**config.mk**
```make
export PLATFORM = sky130hd
export DESIGN_NAME = less_cmp_arbiter
export DESIGN_NICKNAME = d
export VERILOG_FILES = /design/src/rtl/less_cmp_arbiter.sv
export SDC_FILE = /design/constraint.sdc
export NUM_CORES = 1
export LEC_CHECK = 0
export ABC_AREA = 1
export CAP_MARGIN = 20
export CORE_ASPECT_RATIO = 1.4
export CORE_MARGIN = 5
export CORE_UTILIZATION = 32
export DETAILED_ROUTE_END_ITERATION = 6
export GPL_ROUTABILITY_DRIVEN = 0
export GPL_TIMING_DRIVEN = 0
export SLEW_MARGIN = 10
export SYNTH_ARGS = -nofsm -noshare
export SYNTH_HDL_FRONTEND = slang
export SYNTH_SLANG_ARGS = --single-unit
```
**constraint.sdc**
```tcl
create_clock -name clk -period 1.5 [get_ports clk]
set_clock_uncertainty 0.05 [all_clocks]
set_input_delay 0.15 -clock clk [delete_from_list [all_inputs] [get_ports clk]]
set_output_delay 0.15 -clock clk [all_outputs]
set_load 0.01 [all_outputs]
```
**src/rtl/less_cmp_arbiter.sv**
```systemverilog
// -----------------------------------------------------------------------------
// less_cmp_arbiter
//   Shares one signed 6-bit less-than comparator (twos_compliment_less) between
//   two requesters. Each requester offers an (x,y) pair on a valid/ready port
//   and receives a 1-bit x<y result on its own valid/ready response port.
//   Flow: IDLE (arbitrate, capture operands) -> EVAL (compare) -> RESP (hold
//   the result until the winner takes it) -> IDLE.
//
// Configuration macro:
//   LESS_ARB_FIXED_PRIO_EN  defined   : fixed priority, req0 wins a tie and
//                                       req1 can starve.
//                           undefined : round-robin, a tie goes to the
//                                       requester that was not served last.
//
// Ports:
//   clk, reset_n            clock (rising edge), asynchronous active-low reset
//   reqN_valid/x/y          operand pair from requester N (two's complement)
//   reqN_ready              pair from requester N accepted this cycle
//   rspN_valid/lt           result for requester N; lt is 0 while valid is 0
//   rspN_ready              requester N takes its result
//   busy                    1 whenever the FSM is not in IDLE
//
// DATA_W must stay 6: the shared comparator is a fixed 6-bit unit.
// -----------------------------------------------------------------------------
module less_cmp_arbiter #(
    parameter int DATA_W = 6
) (
    input  logic              clk,
    input  logic              reset_n,
    input  logic              req0_valid,
    input  logic [DATA_W-1:0] req0_x,
    input  logic [DATA_W-1:0] req0_y,
    output logic              req0_ready,
    input  logic              req1_valid,
    input  logic [DATA_W-1:0] req1_x,
    input  logic [DATA_W-1:0] req1_y,
    output logic              req1_ready,
    output logic              rsp0_valid,
    output logic              rsp0_lt,
    input  logic              rsp0_ready,
    output logic              rsp1_valid,
    output logic              rsp1_lt,
    input  logic              rsp1_ready,
    output logic              busy
);

    localparam logic [1:0] IDLE = 2'd0;
    localparam logic [1:0] EVAL = 2'd1;
    localparam logic [1:0] RESP = 2'd2;

    // Shared comparator: only bit 0 of its answer is meaningful, so the
    // helper returns just that bit.
    function automatic logic twos_compliment_less(
        input logic [DATA_W-1:0] a,
        input logic [DATA_W-1:0] b
    );
        return ($signed(a) < $signed(b));
    endfunction

    logic [1:0]        state_r;
    logic [DATA_W-1:0] op_x_r;
    logic [DATA_W-1:0] op_y_r;
    logic              gnt_r;
    logic              last_gnt_r;
    logic              rsp0_valid_r;
    logic              rsp1_valid_r;
    logic              rsp0_lt_r;
    logic              rsp1_lt_r;
    logic              busy_r;

    logic              win_s;
    logic              accept_s;
    logic              cmp_lt_s;
    logic              rsp_take_s;

    // Arbitration: pick the requester that would be served if IDLE now.
    always_comb begin
        win_s = 1'b0;
        if (req0_valid && req1_valid) begin
`ifdef LESS_ARB_FIXED_PRIO_EN
            win_s = 1'b0;
`else
            win_s = ~last_gnt_r;
`endif
        end else if (req1_valid) begin
            win_s = 1'b1;
        end else begin
            win_s = 1'b0;
        end
    end

    // Ready is combinational so a pair can be taken in the cycle it is offered;
    // gating with reset_n keeps every output at 0 while reset is held.
    assign req0_ready = reset_n && (state_r == IDLE) && req0_valid && !win_s;
    assign req1_ready = reset_n && (state_r == IDLE) && req1_valid &&  win_s;
    assign accept_s   = req0_ready || req1_ready;

    assign cmp_lt_s   = twos_compliment_less(op_x_r, op_y_r);
    assign rsp_take_s = gnt_r ? rsp1_ready : rsp0_ready;

    // Main FSM with operand capture and per-port result registers; the result
    // lives only in the granted port's lt flop so the other port reads 0.
    always_ff @(posedge clk or negedge reset_n) begin
        if (!reset_n) begin
            state_r      <= IDLE;
            op_x_r       <= {DATA_W{1'b0}};
            op_y_r       <= {DATA_W{1'b0}};
            gnt_r        <= 1'b0;
            last_gnt_r   <= 1'b1;
            rsp0_valid_r <= 1'b0;
            rsp1_valid_r <= 1'b0;
            rsp0_lt_r    <= 1'b0;
            rsp1_lt_r    <= 1'b0;
            busy_r       <= 1'b0;
        end else begin
            case (state_r)
                IDLE: begin
                    if (accept_s) begin
                        op_x_r  <= win_s ? req1_x : req0_x;
                        op_y_r  <= win_s ? req1_y : req0_y;
                        gnt_r   <= win_s;
                        busy_r  <= 1'b1;
                        state_r <= EVAL;
                    end
                end
                EVAL: begin
                    rsp0_valid_r <= ~gnt_r;
                    rsp1_valid_r <=  gnt_r;
                    rsp0_lt_r    <= ~gnt_r & cmp_lt_s;
                    rsp1_lt_r    <=  gnt_r & cmp_lt_s;
                    state_r      <= RESP;
                end
                RESP: begin
                    // rsp_ready on the non-granted port is ignored.
                    if (rsp_take_s) begin
                        rsp0_valid_r <= 1'b0;
                        rsp1_valid_r <= 1'b0;
                        rsp0_lt_r    <= 1'b0;
                        rsp1_lt_r    <= 1'b0;
                        last_gnt_r   <= gnt_r;
                        busy_r       <= 1'b0;
                        state_r      <= IDLE;
                    end
                end
                default: begin
                    rsp0_valid_r <= 1'b0;
                    rsp1_valid_r <= 1'b0;
                    rsp0_lt_r    <= 1'b0;
                    rsp1_lt_r    <= 1'b0;
                    busy_r       <= 1'b0;
                    state_r      <= IDLE;
                end
            endcase
        end
    end

    assign rsp0_valid = rsp0_valid_r;
    assign rsp1_valid = rsp1_valid_r;
    assign rsp0_lt    = rsp0_lt_r;
    assign rsp1_lt    = rsp1_lt_r;
    assign busy       = busy_r;

endmodule

```
Yosys cells after proc, flatten, opt, wreduce, memory -nomap -nowiden --
Index checks and enable logic that the tools add are counted.
Word-level totals: bits in registers 21, input port bits 30, output and inout port bits 7, word-level logic and storage cells 50
Operators by class: $lt $le $gt $ge 1, eq/ne operators 4, mux-type cells 15, bitwise gates (word level) 6, reductions and logical operators 14
Operators by type and width (count):
- 1-bit one-hot mux with 3 select lines | 5
- 6-bit two-way mux | 2
- 2-bit AND reduction | 4
- 1-bit logical AND | 6
- 6-bit < comparator | 1
- 2-bit one-hot mux with 3 select lines | 1
- 1-bit two-way mux | 5
- 2-bit two-way mux | 2
- 2-bit inequality test (second input constant) | 2
- 1-bit inverter | 4
- 3-bit AND reduction | 1
- 1-bit bitwise AND | 2
- 2-bit by 1-bit equality test with 1-bit output (second input constant) | 1
- 2-bit equality test (second input constant) | 1
- 2-bit zero test | 1
- 1-bit zero test | 1
- 1-bit logical OR | 1

Depth between registers and ports, before layout --
Gate-level depths: netlist (run 1).
word-level depth 7, gate-level depth with buffers 9, gate-level depth less buffers 9

Least setup slack after synthesis (run 1) --
Ideal clock, no wire load.
path kind register to register, start point register op_x_r[5], end point register rsp0_lt_r, in the netlist rsp0_lt, setup time 117 ps, data arrival time 1195 ps, required time 1333 ps, path slack 137 ps, cell stages (with the launch flop) 8, path buffers 0, clock period less this slack 1363 ps, path through dfrtp_1 -> ha_1 -> nand2_1 -> inv_1 -> a21oi_1 -> nand3_1 -> nand3_1 -> nand2_1
Between the ends: cells in the longest elaborated chain, start to end 3
RTL lines:
- start, declared | line 61 | logic [DATA_W-1:0] op_x_r;
- start signal, assigned | line 106 | op_x_r <= {DATA_W{1'b0}};
- start signal, assigned | line 119 | op_x_r <= win_s ? req1_x : req0_x;
- 6-bit < comparator | line 57 | return ($signed(a) < $signed(b));
- 1-bit bitwise AND | line 129 | rsp0_lt_r <= ~gnt_r & cmp_lt_s;
- 1-bit one-hot mux with 3 select lines | line 116 | case (state_r)
- end signal, assigned | line 129
- end, declared | line 67 | logic rsp0_lt_r;
No other way between the ends. A chain may end at the register's enable or synchronous reset.

Final worst setup path (run 1) --
start point register state_r[0], end point output port req0_ready
Between the ends: cells in the longest elaborated chain, start to end 4
RTL lines:
- start, declared | line 60 | logic [1:0] state_r;
- start signal, assigned | line 105 | state_r <= IDLE;
- start signal, assigned | line 123 | state_r <= EVAL;
- start signal, assigned | line 131 | state_r <= RESP;
- 2-bit zero test | line 94 | assign req0_ready = reset_n && (state_r == IDLE) && req0_valid && !win_s;
- 1-bit logical AND (3 in a row) | line 94
- end, declared | line 33 | output logic req0_ready,
No other way between the ends.

==> results of run 1 <==
==> flip-flops by register name, indices dropped and copies added, names as in the netlist <==
| name | count |
|---|---|
| rsp0_valid | 1 |
| rsp1_valid | 1 |
| rsp1_lt | 1 |
| op_x_r | 6 |
| state_r | 2 |
| last_gnt_r | 1 |
| gnt_r | 1 |
| busy | 1 |
| rsp0_lt | 1 |
| op_y_r | 6 |
==> placed cells by master, fill, tap and decap left out, drive strengths merged, types with 2 or more instances in the layout <==
| cell | instances |
|---|---|
| o21ai | 10 |
| o211ai | 7 |
| clkdlybuf4s50 | 32 |
| nand3 | 3 |
| clkbuf | 3 |
| nand2 | 63 |
| a21oi | 3 |
| nor2 | 7 |
| or2 | 7 |
| dlygate4sd3 | 2 |
| dfrtp | 20 |
| inv | 18 |
| buf | 12 |
| ha | 5 |
==> layer usage <==
layer | vias up | GRT usage (%) | share of wire [%]
li1 | 560 | - | -
met1 | 501 | 16.13 | 41
met2 | 27 | 21.19 | 53
met3 | 4 | 1.415 | 4.4
met4 | 0 | 5.206 | 2.0
met5 | - | 0 | 0
==> where the power goes <==
group | internal (mW) | switching [mW] | leakage, nW
Sequential | 0.830 | 0.138 | 0.262
Combinational | 0.661 | 0.761 | 0.587
Clock | 0.185 | 0.186 | 0.0255
Total | 1.68 | 1.09 | 0.875
==> metrics by stage <==
stage | hold slack [ns] | TNS, ns
floorplan | -0.1956 | 0
global placement | 0.4132 | -13.45
detailed placement | 0.4171 | -14.08
CTS | 0.3719 | -0.06666
global route | 0.3970 | -0.1684
finish | 0.3780 | -0.03948
==> area by class of cell <==
class / instances / area share (%)
Clock inverter: 1 / 0.2857
Timing Repair Buffer: 45 / 25.21
Inverter: 18 / 4.143
Buffer: 3 / 2.143
Tap cell: 42 / 3.000
Multi-Input combinational cell: 106 / 32.79
Clock buffer: 3 / 2.357
Sequential cell: 21 / 30.07
==> timing repair <==
action | CTS | global route
endpoints found under the setup margin | 17 | 13
hold buffers | 2 | 0
pin swaps | 2 | 4
endpoints found under the hold margin | 20 | 0
gates resized for setup | 25 | 5
setup buffers | 6 | 1
==> cell families (layout without fill, tap and decap cells) <==
| family | count (synthesis) | after routing |
|---|---|---|
| AOI/OAI and AO/OA | 21 | 21 |
| adders and majority gates | 5 | 5 |
| buffers and inverters | 22 | 70 |
| DFF | 21 | 21 |
| and+or+nand+nor | 80 | 80 |
==> worst reg2reg max path: stages, from the launching register on <==
cell	delay [ns]
dfstp_2	0.54
nand2_2	0.07
nand2_4	0.09
inv_6	0.05
buf_8	0.12
buf_4	0.16
o211ai_1	0.17
nand2_1	0.08
==> worst max-delay path by stage <==
stage	startpoint	to	slack, ns
after floorplan	op_x_r[5]$_DFFE_PN0P_	rsp0_lt$_DFFE_PN0P_	0.14
after global placement	reset_n	req0_ready	-1.13
after detailed placement	reset_n	req0_ready	-1.16
after CTS	state_r[0]$_DFFE_PN0P_	req0_ready	-0.06
after global routing	last_gnt_r$_DFFE_PN1P_	req0_ready	-0.10
final	state_r[0]$_DFFE_PN0P_	req0_ready	-0.04
==> metrics.csv, run 1 <==
metric,value,unit
Worst setup EP type,output pin,
nets,233,
worst skew pair latency,0.26,ns
routed vias,1092,
Syn. warnings,0,
setup slack after layout,-0.03948,ns
Ports,37,
Synthesized Nets,184,
Netlist cell types,18,
multi-input logic area,574.3,um^2
H-tree levels,1,
power per cell area,1576,mW/mm^2
Placeable Area,0.003578,mm^2
Port-buffer cells,36,
clk root buf,clkbuf_8,
antenna-violating nets left,0,
utilization after layout,48.95,%
mux contribution to synthesized area,0,%
initial antenna violation count,0,
Max rail drop VDD,0.7561,mV
Power Total,2.761,mW
routed len/inst,12.08,um
CTS buffer count,3,
CP max FO,2,
Clock Sinks,21,
Die W,61.02,um
"Top FF cell, synth",dfrtp_1,
largest stage delay on the critical path,0.39,ns
CP max stage cell,dfrtp_1,
Tightest Pin Transition,0.4595,ns
hold endpoint,gnt_r$_DFFE_PN0P_,
post-synthesis xor/xnor area fraction,0,%
Critical Path Source Type,flip-flop,
Setup Crit Path Kind,reg -> out,
vias in the first global route,1069,
P&R area growth vs syn,50.21,%
CTS tree,yes,
top cell type's share of synthesized area,42.92,%
static leakage,0.8751,nW
required time at the worst-slack endpoint,1.30,ns
arrival time at the worst endpoint,1.34,ns
outcome,"finished, violations left",
drt total wl,2887,um
Commonest cells post-synth,"nand2_1 (60), dfrtp_1 (20), inv_1 (18)",
Relative slew margins,69.27,%
"delay-heaviest family, CP",simple AND/OR/NAND/NOR gates,
"Top cell by count, worst path",nor2_4,
Max-cap violations,0,
RSZ-0062 raised after global routing,yes,
Die Area,0.004969,mm^2
Final Max Tran Viols,0,
critical hold path startpoint,reset_n,
TritonRoute pass-1 iters,4,
Starting Density,32.59,%
pre-CTS setup slack,-1.157,ns
largest family of logic cells by synthesized area,simple AND/OR/NAND/NOR gates,
Synth area leaders,"dfrtp_1 (43%), nand2_1 (19%), inv_1 (5.8%)",
Finish-stage setup viols,1,
period utilisation layout,102.6,%
simple-gate share of the synthesized area,29.51,%
fraction of layout cells with a size suffix above 1,18.78,%
clock buffer depth,2,
drt via density,4.569,
Post-Layout Inst Area,0.001752,mm^2
Worst Path Buf+Inv,1,
Clock transition at path regs,0.08,ns
Finished Layout Cells,239,
Layout fillers,368,
WP depth,5,
"Seq/Total Area, Yosys",45.17,%
Synth Cell Area,0.001166,mm^2
Syn Area/Cell,7.826,um^2
first-pass GRT wire length,4733,um
HP Class,in -> reg,
post-DP HPWL,2166,um
Post-Synth Adder-Cell Area,5.365,%
failing checks,setup timing,
Reg area,526.8,um^2
Die H,81.43,um
"setup slack, reg-to-reg",0.05,ns
largest net degree at the start of global routing,21,
Worst R2R Start,last_gnt_r$_DFFE_PN1P_,
max frequency,649.6,MHz
Hold Path Stages,5,
post-place instance area,0.001579,mm^2
n_diodes,0,
gr usage total,12.64,%
Iter 0 DRT Violations,28,
RR Endpoint,op_x_r[1]$_DFFE_PN0P_,
final hold vios,0,
Mapped Cells,149,
Synth Area in Compound Gates,10.62,%
"area leader, netlist",dfrtp_1,
R2R cell count,7,
GRT overflow,0,
CP cell instances,or2_4 -> nor2_4 -> nand2_4 -> nor2_4 -> buf_6,
num rows,26,
"EDFF count, synth",0,
post-synthesis register bit count,21,
DR DRC count,0,
fin crit period,1.539,ns
Placed Cells incl. Taps,227,
ys async rst share,100.0,%
"count leader, synth",nand2_1,
(Power assumes the default switching activity.)
==> run 2, diff against run 1 <==
--- a/config.mk
+++ b/config.mk
@@ -13,6 +13,7 @@
 export DETAILED_ROUTE_END_ITERATION = 6
 export GPL_ROUTABILITY_DRIVEN = 0
 export GPL_TIMING_DRIVEN = 0
+export SETUP_SLACK_MARGIN = 0.05
 export SLEW_MARGIN = 10
 export SYNTH_ARGS = -nofsm -noshare
 export SYNTH_HDL_FRONTEND = slang
==> run 2 against run 1 <==
Effect of this change: the run still ends with setup timing left; largest cell class unchanged; worst hold slack worse by 0.033 ns; final cell count stayed put; clock-buffer cell count stayed put; sequential share of layout area is 0.88 points lower; total power is 6.8% higher; first-iteration DRC count is 43% lower; non-clock buffer count stayed put; critical path depth is 1 higher; sequential cell count stayed put; worst setup slack worse by 0.00099 ns; routed wire length is 3.2% higher; clock power is 2% higher.
==> metrics.csv, run 2 (synthesis results as in run 1) <==
metric,value,unit
P&R area growth vs syn,54.72,%
RSZ-0062 raised after global routing,yes,
Die H,81.43,um
max frequency,649.2,MHz
Critical Path Source Type,flip-flop,
RR Endpoint,op_x_r[1]$_DFFE_PN0P_,
Power Total,2.949,mW
drt total wl,2978,um
antenna-violating nets left,0,
CP cell instances,nand2_2 -> nand2_4 -> inv_6 -> buf_8 -> nor2_4 -> buf_6,
worst skew pair latency,0.26,ns
routed vias,1085,
Ports,37,
HP Class,in -> async,
period utilisation layout,102.7,%
Largest regs,"op_x_r: 6 flops, op_y_r: 6 flops, state_r: 2 flops",
Setup Crit Path Kind,reg -> out,
final hold vios,0,
Max-cap violations,0,
required time at the worst-slack endpoint,1.30,ns
setup slack after layout,-0.04047,ns
"commonest non-fill, non-tap cell in the layout",nand2_1,
Worst setup EP type,output pin,
CTS tree,yes,
fraction of layout cells with a size suffix above 1,24.87,%
Min Hold Slack,0.3451,ns
CP max FO,4,
"setup slack, reg-to-reg",0.03,ns
Iter 0 DRT Violations,16,
n_diodes,0,
Tightest Pin Transition,0.2588,ns
num rows,26,
utilization after layout,50.42,%
post-DP HPWL,2166,um
Finish-stage setup viols,1,
Starting Density,32.59,%
gr usage total,12.45,%
DR DRC count,0,
Reg area,526.8,um^2
largest net degree at the start of global routing,21,
routed len/inst,12.46,um
vias in the first global route,1054,
nets,233,
initial antenna violation count,0,
most frequent cells in the layout,"nand2_1 (53), clkdlybuf4s50_1 (32), dfrtp_1 (20)",
H-tree levels,1,
clk root buf,clkbuf_8,
worst setup path startpoint,last_gnt_r$_DFFE_PN1P_,
Placeable Area,0.003578,mm^2
Die W,61.02,um
clock buffer depth,2,
Final Max Tran Viols,0,
largest stage delay on the critical path,0.54,ns
multi-input logic area,611.8,um^2
CTS buffer count,3,
static leakage,0.8781,nW
Relative slew margins,82.67,%
GRT overflow,0,
CP max stage cell,dfstp_2,
first-pass GRT wire length,4643,um
Layout fillers,356,
Clock transition at path regs,0.08,ns
fin crit period,1.540,ns
Worst R2R Start,state_r[0]$_DFFE_PN0P_,
Die Area,0.004969,mm^2
drt via density,4.540,
power per cell area,1634,mW/mm^2
Max rail drop VDD,0.8104,mV
outcome,"finished, violations left",
failing checks,setup timing,
arrival time at the worst endpoint,1.34,ns
pre-CTS setup slack,-1.157,ns
Clock Sinks,21,
Port-buffer cells,36,
R2R cell count,7,
TritonRoute pass-1 iters,4,
run 2: changes by cell type in the layout (fill, tap and decap cells not counted), sizes merged:
cell / change
inv: -1
clkinvlp: +1
run 2: metrics by stage:
step / cells / instance area, um^2 / setup TNS (ns)
4_1_cts: 238 / 1733 / -0.06897
2_1_floorplan: 149 / 1166 / 0
3_5_place_dp: 227 / 1579 / -14.08
6_report: 239 / 1804 / -0.04047
5_1_grt: 239 / 1804 / -0.1580
3_3_place_gp: 227 / 1579 / -13.45
run 2: where the power goes:
part,switching (mW),leakage [nW],internal (mW)
registers,0.150,0.262,0.830
clock network,0.193,0.0255,0.185
logic,0.850,0.591,0.740
total,1.19,0.878,1.76
run 2: how the worst max path moves through the flow:
stage	end	slack, ns
floorplan	rsp0_lt$_DFFE_PN0P_	0.14
global placement	req0_ready	-1.13
detailed placement	req0_ready	-1.16
CTS	req0_ready	-0.06
global route	req0_ready	-0.10
finish	req0_ready	-0.04
run 2: area by class of cell:
| cell class | count | share of cell area (%) |
|---|---|---|
| plain buffers | 3 | 2.288 |
| clock buffers | 3 | 2.288 |
| clock inverters | 1 | 0.2774 |
| inverters | 18 | 4.230 |
| multi-input cells | 106 | 33.91 |
| flip-flops and latches | 21 | 29.20 |
| well taps | 42 | 2.913 |
| repair buffers | 45 | 24.90 |
run 2: repair_timing:
item	in CTS	in global routing
setup endpoints to repair	19	13
hold buffers	2	0
hold endpoints to repair	20	0
pin swaps	4	19
setup buffers	6	1
gates resized for setup	28	19
run 2: layer usage:
| metal | up-vias | GRT usage (%) | share of wire, % |
|---|---|---|---|
| li1 | 560 | - | - |
| met1 | 497 | 15.82 | 42 |
| met2 | 24 | 20.87 | 52 |
| met3 | 4 | 1.415 | 4.1 |
| met4 | 0 | 5.206 | 1.7 |
| met5 | - | 0 | 0 |
run 2: worst max-delay path, delay by kind of cell, from the launching register on:
family / cells / cell delay [ns]
AND/OR/NAND/NOR: 3 / 0.26
flip-flops: 1 / 0.54
buffers and inverters: 3 / 0.27
==> run 3, diff against run 2 <==
--- a/config.mk
+++ b/config.mk
@@ -13,6 +13,7 @@
 export DETAILED_ROUTE_END_ITERATION = 6
 export GPL_ROUTABILITY_DRIVEN = 0
 export GPL_TIMING_DRIVEN = 0
+export REMOVE_ABC_BUFFERS = 1
 export SETUP_SLACK_MARGIN = 0.05
 export SLEW_MARGIN = 10
 export SYNTH_ARGS = -nofsm -noshare
==> run 3 against run 2 <==
Effect of this change: the flow still finishes with violations (setup timing); global-route usage rose by 0.79 points; die area unchanged; critical path depth fell by 1; via count increased by 5.1%; largest cell class unchanged; sequential power rose by 0.5%; final cell count up 0.84%; sequential share of layout area fell by 0.92 points; routed wire length increased by 6.7%; non-clock buffer count is the same; combinational power grew 13%.
==> metrics.csv, run 3 (synthesis results as in run 1) <==
metric,value,unit
H-tree levels,1,
Die Area,0.004969,mm^2
HP Class,in -> async,
static leakage,0.8995,nW
n_diodes,0,
RSZ-0062 raised after global routing,yes,
nets,235,
Worst setup EP type,output pin,
most frequent cells in the layout,"nand2_1 (48), clkdlybuf4s50_1 (33), dfrtp_1 (20)",
Clock Sinks,21,
Tightest Pin Transition,0.9486,ns
initial antenna violation count,0,
Finish-stage setup viols,8,
num rows,26,
Most Crowded Layer GR,met2,
M2 GR Usage,23.62,%
Placeable Area,0.003578,mm^2
first-pass GRT wire length,4871,um
Die W,61.02,um
required time at the worst-slack endpoint,1.30,ns
Final Max Tran Viols,0,
Max rail drop VDD,0.7307,mV
vias in the first global route,1119,
TritonRoute pass-1 iters,4,
Worst R2R Start,state_r[1]$_DFFE_PN0P_,
Largest regs,"op_x_r: 6 flops, op_y_r: 6 flops, state_r: 2 flops",
final hold vios,0,
routed len/inst,13.19,um
period utilisation layout,104.3,%
Die H,81.43,um
gr usage total,13.24,%
Power Total,3.162,mW
DR DRC count,0,
clk root buf,clkbuf_8,
Clock transition at path regs,0.08,ns
Finished Layout Cells,241,
arrival time at the worst endpoint,1.36,ns
Iter 0 DRT Violations,14,
RR Endpoint,op_x_r[4]$_DFFE_PN0P_,
M3 GR Usage,1.258,%
GRT overflow,0,
Critical Path Source Type,flip-flop,
"commonest non-fill, non-tap cell in the layout",nand2_1,
drt total wl,3179,um
CTS buffer count,3,
Max-cap violations,0,
CP max FO,2,
P&R area growth vs syn,59.76,%
Placed Cells incl. Taps,223,
Ports,37,
max frequency,639.5,MHz
CTS tree,yes,
pre-CTS setup slack,-1.121,ns
Port-buffer cells,36,
largest net degree at the start of global routing,21,
GRT met1 Usage,14.84,%
antenna-violating nets left,0,
failing checks,setup timing,
Relative slew margins,36.76,%
Setup Crit Path Kind,reg -> out,
drt via density,4.730,
worst skew pair latency,0.26,ns
fin crit period,1.564,ns
Starting Density,32.59,%
R2R cell count,8,
outcome,"finished, violations left",
setup slack after layout,-0.06376,ns
post-DP HPWL,1978,um
clock buffer depth,2,
power per cell area,1697,mW/mm^2
"setup slack, reg-to-reg",-0.06,ns
fraction of layout cells with a size suffix above 1,30.15,%
routed vias,1140,
## run 3: stage by stage
stage / util [%] / hold slack [ns] / TNS [ns] / cell area [um^2]
after floorplan: - / -0.1956 / -0.6310 / 1125
after global placement: 42.97 / 0.4147 / -14.46 / 1538
after detailed placement: 42.97 / 0.4324 / -15.12 / 1538
after CTS: 48.78 / 0.4443 / -0.4802 / 1745
after global routing: 52.06 / 0.3588 / -0.9367 / 1863
final: 52.06 / 0.2716 / -0.3596 / 1863
## run 3: power by group
| group | total, mW | internal, mW | switching (mW) |
|---|---|---|---|
| Combinational | 1.80 | 0.840 | 0.960 |
| Clock | 0.377 | 0.185 | 0.191 |
| Sequential | 0.986 | 0.831 | 0.155 |
| Total | 3.16 | 1.86 | 1.31 |
## run 3: how the worst max path moves through the flow
stage | from | endpoint | slack, ns | depth (start not counted)
final | state_r[1]$_DFFE_PN0P_ | req0_ready | -0.06 | 5
after global routing | state_r[1]$_DFFE_PN0P_ | op_x_r[4]$_DFFE_PN0P_ | -0.11 | 8
after CTS | state_r[1]$_DFFE_PN0P_ | req0_ready | -0.08 | 5
after detailed placement | reset_n | req0_ready | -1.12 | 6
after global placement | reset_n | req0_ready | -1.07 | 6
after floorplan | last_gnt_r$_DFFE_PN1P_ | op_x_r[1]$_DFFE_PN0P_ | -0.08 | 8
## run 3: what timing repair did
item / in CTS / in global routing
endpoints found under the setup margin: 19 / 38
gates resized for setup: 27 / 28
hold endpoints to repair: 20 / 0
pin swaps: 6 / 16
hold buffers: 2 / 0
gates cloned: 2 / 0
setup buffers: 6 / 4
## run 3: final cells by class
class	instances	area, um^2
fill	345	1715
multi-input combinational	108	683.2
sequential	21	526.8
timing repair buffer	48	479.2
inverter	18	75.07
tap	42	52.55
clock buffer	3	41.29
clock inverter	1	5.005
## run 3: metal layers
layer / part of all wire (%) / routed length, um
met5: 0 / 0
met3: 3.6 / 116
met2: 54 / 1711
met1: 40 / 1263
met4: 2.7 / 87
## run 3: critical path, stage by stage (launching register included)
cell	delay (ns)
dfrtp_1	0.39
or2_4	0.27
nor2_4	0.14
nand2_4	0.08
nor2_2	0.10
buf_2	0.13
